--- config.mk ---
export PLATFORM = sky130hd
export DESIGN_NAME = sweep_err_accum
export DESIGN_NICKNAME = d
export VERILOG_FILES = /design/src/rtl/partition_sweep_checker_pkg.sv /design/src/rtl/sweep_err_accum.sv
export SDC_FILE = /design/constraint.sdc
export NUM_CORES = 1
export LEC_CHECK = 0
export ABC_CLOCK_PERIOD_IN_PS = 2200
export CELL_PAD_IN_SITES_DETAIL_PLACEMENT = 0
export CELL_PAD_IN_SITES_GLOBAL_PLACEMENT = 1
export CORE_MARGIN = 2
export CORE_UTILIZATION = 36
export CTS_BUF_LIST = sky130_fd_sc_hd__clkbuf_4
export DETAILED_ROUTE_END_ITERATION = 6
export HOLD_SLACK_MARGIN = 0.05
export PLACE_DENSITY = 0.77
export SYNTH_ARGS = -nofsm -noshare
export SYNTH_HDL_FRONTEND = slang
export SYNTH_SLANG_ARGS = --single-unit
--- constraint.sdc ---
create_clock -name clk -period 2.2 [get_ports clk]
set_input_delay 0.44 -clock clk [delete_from_list [all_inputs] [get_ports clk]]
set_output_delay 0.44 -clock clk [all_outputs]
set_load 0.01 [all_outputs]
--- src/rtl/partition_sweep_checker_pkg.sv ---
// Shared types and sizing helpers for the exhaustive partition sweep checker.
`default_nettype none

package partition_sweep_checker_pkg;

    typedef enum logic [1:0] {
        ST_IDLE  = 2'd0,
        ST_SWEEP = 2'd1,
        ST_DRAIN = 2'd2,
        ST_DONE  = 2'd3
    } state_e;

    localparam int LAT_MAX = 4;

    // Worst-case Hamming total is 2^IN_W * OUT_W.
    function automatic int ham_w(input int in_w, input int out_w);
        return in_w + $clog2(out_w + 1);
    endfunction

endpackage

`default_nettype wire

--- src/rtl/sweep_err_accum.sv ---
// Per-response comparison (mismatch, popcount, abs error) and result accumulators.
`default_nettype none

module sweep_err_accum
    import partition_sweep_checker_pkg::*;
#(
    parameter int IN_W  = 7,
    parameter int OUT_W = 4
) (
    input  logic                             clk,
    input  logic                             rst_n,
    input  logic                             clr_i,
    input  logic                             en_i,
    input  logic [OUT_W-1:0]                 exact_i,
    input  logic [OUT_W-1:0]                 approx_i,
    output logic [IN_W:0]                    err_count_o,
    output logic [ham_w(IN_W, OUT_W)-1:0]    ham_sum_o,
    output logic [OUT_W-1:0]                 max_abs_err_o
);

    localparam int HAM_W = ham_w(IN_W, OUT_W);

    logic [OUT_W-1:0] diff_w;
    logic [HAM_W-1:0] pop_w;
    logic [OUT_W:0]   sub_w;
    logic [OUT_W-1:0] abs_w;

    logic [IN_W:0]    err_d, err_q;
    logic [HAM_W-1:0] ham_d, ham_q;
    logic [OUT_W-1:0] max_d, max_q;

    always_comb begin
        diff_w = exact_i ^ approx_i;
        pop_w  = '0;
        for (int i = 0; i < OUT_W; i++) begin
            pop_w = pop_w + HAM_W'(diff_w[i]);
        end
        // The extra MSB of the difference is the borrow, i.e. the sign.
        sub_w = {1'b0, exact_i} - {1'b0, approx_i};
        abs_w = sub_w[OUT_W] ? (approx_i - exact_i) : sub_w[OUT_W-1:0];

        err_d = err_q;
        ham_d = ham_q;
        max_d = max_q;
        if (clr_i) begin
            err_d = '0;
            ham_d = '0;
            max_d = '0;
        end else if (en_i) begin
            if (diff_w != '0) begin
                err_d = err_q + (IN_W+1)'(1);
            end
            ham_d = ham_q + pop_w;
            if (abs_w > max_q) begin
                max_d = abs_w;
            end
        end
    end

    always_ff @(posedge clk or negedge rst_n) begin
        if (!rst_n) begin
            err_q <= '0;
            ham_q <= '0;
            max_q <= '0;
        end else begin
            err_q <= err_d;
            ham_q <= ham_d;
            max_q <= max_d;
        end
    end

    assign err_count_o   = err_q;
    assign ham_sum_o     = ham_q;
    assign max_abs_err_o = max_q;

endmodule

`default_nettype wire

Word-level counts from Yosys, hierarchy flattened
Index checks and enable logic that the tools add are counted.
{"block": "totals", "regBits": 22, "in_bits": 12, "output_inout_bits": 22, "wordCells": 27}
{"block": "op_classes", "addsub": 7, "magnitude_cmp": 1, "muxes": 9, "bitwise_logic": 1, "reduce_logical": 6}
{"cell": "$mux 8", "count": 3}
{"cell": "$mux 10", "count": 2}
{"cell": "$mux 4", "count": 4}
{"cell": "$add 10x4->10", "count": 1}
{"cell": "$add 8x1->8 const B", "count": 1}
{"cell": "$reduce_bool 2->1", "count": 3}
{"cell": "$sub 4x4->5", "count": 1}
{"cell": "$add 3x1->4", "count": 1}
{"cell": "$gt 4x4->1", "count": 1}
{"cell": "$reduce_and 2->1", "count": 2}
{"cell": "$reduce_bool 4->1", "count": 1}
{"cell": "$sub 4x4->4", "count": 1}
{"cell": "$xor 4x4->4", "count": 1}
{"cell": "$add 2x1->3", "count": 1}
{"cell": "$add 1x1->2", "count": 1}

Longest topological paths before layout
Gate-level depths: netlist of the first run.
{"block": "depth", "ltp_word": 7, "ltp_mapped": 15, "ltp_nobuf": 15}

Worst setup path before layout of the first run
Ideal clock, no wire load.
{"block": "synth_timing", "path_kind": "input port to flip-flop", "startpoint": "input exact_i[0]", "endpoint": "register max_q[0], in the netlist max_abs_err_o[0]", "setup_time_ps": 132, "arrival_time_ps": 2694, "required_ps": 2068, "slack_ps": -625, "path_stages": 15, "n_path_buf": 0, "path_cell_list": "inv_1 ha_1 inv_1 fa_1 nand3_1 nand2_1 mux2_1 xor2_1 inv_1 ha_1 nand4_1 nand2_1 a21oi_2 mux2i_1 nor2_1"}
{"block": "synth_between", "elab_chain_len": 5, "word_cells_on_any_way": 9, "cone_classes": "2 x add/sub; 1 x order compare; 4 x mux; 2 x reduce/logical"}
{"item": "start, declared", "line": "sweep_err_accum.sv:14", "source": "input logic [OUT_W-1:0] exact_i,"}
{"item": "$sub 4x4->5 / $sub 4x4->4 (equally long branches)", "line": "sweep_err_accum.sv:39, sweep_err_accum.sv:40"}
{"item": "$mux 4 *", "line": "sweep_err_accum.sv:40", "source": "abs_w = sub_w[OUT_W] ? (approx_i - exact_i) : sub_w[OUT_W-1:0];"}
{"item": "$gt 4x4->1 / $mux 4 (equally long branches)", "line": "sweep_err_accum.sv:54", "source": "if (abs_w > max_q) begin"}
{"item": "$reduce_bool 2->1 (no source line) / $mux 4 (equally long branches)"}
{"item": "$reduce_and 2->1 (no source line) / $mux 4 (equally long branches)"}
{"item": "end signal, assigned", "line": "sweep_err_accum.sv:68", "source": "max_q <= max_d;"}
{"item": "end, declared", "line": "sweep_err_accum.sv:30", "source": "logic [OUT_W-1:0] max_d, max_q;"}
Mark *: on every way between the ends. The rest lies on a longest branch, timed or not. The select of a mux whose other input is x is not followed.
A chain may end at the register's enable or synchronous reset.

Final worst setup path of the first run
Same ends and word-level chain as after synthesis.

==> results.cfg, run 1 <==
[placed_design]
routabilityCongestion = 0.717
io_buffers = 33
place.detailed.hpwl_um = 2610
dp.cells = 249

[setup_path]
crit_arrival_ns = 2.73
cp_data_required_time_ns = 2.39
path_buf_inv = 4
critPathSlowestCell = fa_2
crit_fanout = 5
end_kind = flop
cp-start-kind = input port
crit_type = input port to flop
cp_cell_sequence = buf_12 > inv_12 > ha_4 > inv_2 > fa_2 > nand3_2 > nand2_2 > mux2_4 > xor2_4 > inv_2 > ha_4 > o211ai_1 > a21oi_4 > mux2i_1 > nor2_1
critical-path-max-stage-delay_ns = 0.36
critPathTopFamily = adder cells

[timing]
min_period_ns = 2.54
worst_slew_pin_slew_ns = 0.309
skew_ns = 0.000588
setup_slack_ns = -0.340
finalCritPeriodShare_pct = 115
rsz0062_at_grt = true
hold_viol = 0
hold_ws_ns = 0.471
final_max_slew_viol_count = 0
relSlewSlack_pct = 79.3
clock.fmax_mhz = 394
finalSetupViolCount = 13

[clock_network]
cts.htree.levels = 1
cts_buffers = 3
cts_root_buffer = clkbuf_4
insertion_delay_ns = 0.29
path_clk_slew_ns = 0.11
cts_tree = built
clockBufferDepth = 2
cts_sinks = 22
cts_hold_buffers = 0

[global_routing]
antenna_found_initial = 0
grt-ovfl-total = 0
grt_pass1_wl_um = 5930
grt_pass1_vias = 1326
grt_use_total_pct = 16.8
grt_max_degree = 23

[yosys]
yosys_warnings = 0
yosysSeqAreaShare_pct = 37.0
async_flop_share_pct = 100
synth_area_mm2 = 0.00149
synth-edff-count = 0
ys_seq_elements = 22
synthFlopType = dfrtp_1
synth.avg_cell_area_um2 = 9.99
synth_nets = 179
synth.distinct_cells = 34
syn_inst = 149

[floorplanning]
die_area_mm2 = 0.00467
num_rows = 23
die_h_um = 68.3
die_w_um = 68.3
ios = 34
initial_utilization_pct = 37.2
core_area_mm2 = 0.00400

[layout]
drive_above_1_share_pct = 34.6
layout_commonest_cell = clkdlybuf4s50_1
area_delta_synth_final_pct = 54.7
antenna_cells = 0
fin_cells = 258
final_nets = 239
final_cell_mix = 25 x clkdlybuf4s50_1, 23 x buf_4, 22 x dfrtp_1
n_fill_cell = 355

[routing]
vias = 1243
via_per_inst = 4.82
drc = 0
routed_wl_um = 3480
antenna_left = 0
wl_per_cell_um = 13.5
first_iter_violations = 21
drt_pass1_iterations = 4

[pwr]
peakVddDrop_v = 0.000380
power_density_mw_per_mm2 = 559
p_leak_nw = 1.05

[flow_run]
cap_viol_max_count = 0

[status]
status = finished with violations
violations = negative setup slack

[worst_hold_path]
holdCritPathClass = input port to async pin
==> cells by family (layout without fill, tap and decap cells) <==
group	after synthesis	in the layout	synth area share, %
flops	22	22	37.0
buf+inv	22	81	6.30
simple gates	48	48	15.5
xor+xnor	15	15	8.82
compound gates	16	16	9.16
fa+ha+maj	18	18	17.6
mux	8	8	5.55
==> cell usage after synthesis (4+ instances only) <==
master	instances	area share [%]
nand3_1	4	1.3
and3_1	4	1.7
nor2_1	21	5.3
ha_1	13	11
dfrtp_1	22	37
nand2_1	11	2.8
xor2_1	13	7.6
inv_1	17	4.3
fa_1	5	6.7
mux2i_1	6	4.0
==> worst paths after layout <==
check	start	to	slack (ns)	cells after the start
hold reg to reg	ham_sum_o[5]	ham_sum_o[5]	0.58	2
max in group asynchronous	rst_n	ham_sum_o[4]	1.52	2
setup / recovery	exact_i[0]	max_abs_err_o[0]	-0.34	15
setup reg to reg	ham_sum_o[0]	ham_sum_o[6]	0	9
hold / removal	rst_n	err_count_o[2]	0.47	2
min in group clk	ham_sum_o[5]	ham_sum_o[5]	0.58	2
==> metal layers <==
layer | vias up | global-route usage [%] | routed length, µm
met5 | - | 0 | 0
met4 | 0 | 3.75 | 18
met3 | 4 | 2.47 | 148
met2 | 24 | 30.7 | 1890
met1 | 611 | 20.8 | 1430
li1 | 604 | - | -
==> flip-flops by register name (all words and copies together) (netlist names) <==
| register | count |
|---|---|
| max_abs_err_o | 4 |
| err_count_o | 8 |
| ham_sum_o | 10 |
==> area by class of cell <==
class,instances,area [µm²],share of cell area [%]
multi-input cells,105,1020,44.5
repair buffers,59,554,24.1
inverters,18,85.1,3.69
clock buffers,3,22.5,0.978
flip-flops and latches,22,551,23.9
well taps,50,62.6,2.72
clock inverters,1,3.75,0.163
==> stage by stage <==
stage          utilization (%)  cell area (µm²)  setup WS, ns  power [W]  TNS (ns)
2_1_floorplan                -             1560        -0.449   0.000797     -3.36
3_3_place_gp              52.1             2080         -1.12    0.00100    -14.56
3_5_place_dp              52.1             2080         -1.19    0.00102    -15.46
4_1_cts                   55.3             2210        -0.329    0.00124     -1.80
5_1_grt                   57.6             2300        -0.419    0.00139     -3.34
6_report                  57.6             2300        -0.340    0.00129     -2.41
==> what timing repair did <==
item | in CTS | in global routing
setup endpoints to repair | 15 | 13
pin swaps | 15 | 16
buffers inserted | 2 | 3
resized for setup | 47 | 14
==> report_power, final <==
| part | switching (W) | total, W | internal [W] |
|---|---|---|---|
| combinational | 0.000291 | 0.000639 | 0.000349 |
| sequential | 0.0000362 | 0.000474 | 0.000438 |
| clock | 0.000108 | 0.000174 | 0.0000660 |
| total | 0.000435 | 0.00129 | 0.000853 |
Power figures use the tool's default switching activity.
==> inputs of run 2 (changes only) <==
- GPL_ROUTABILITY_DRIVEN: not set -> 0
==> results of run 2 <==
Final layout, timing and power as in run 1 (identical DEF).
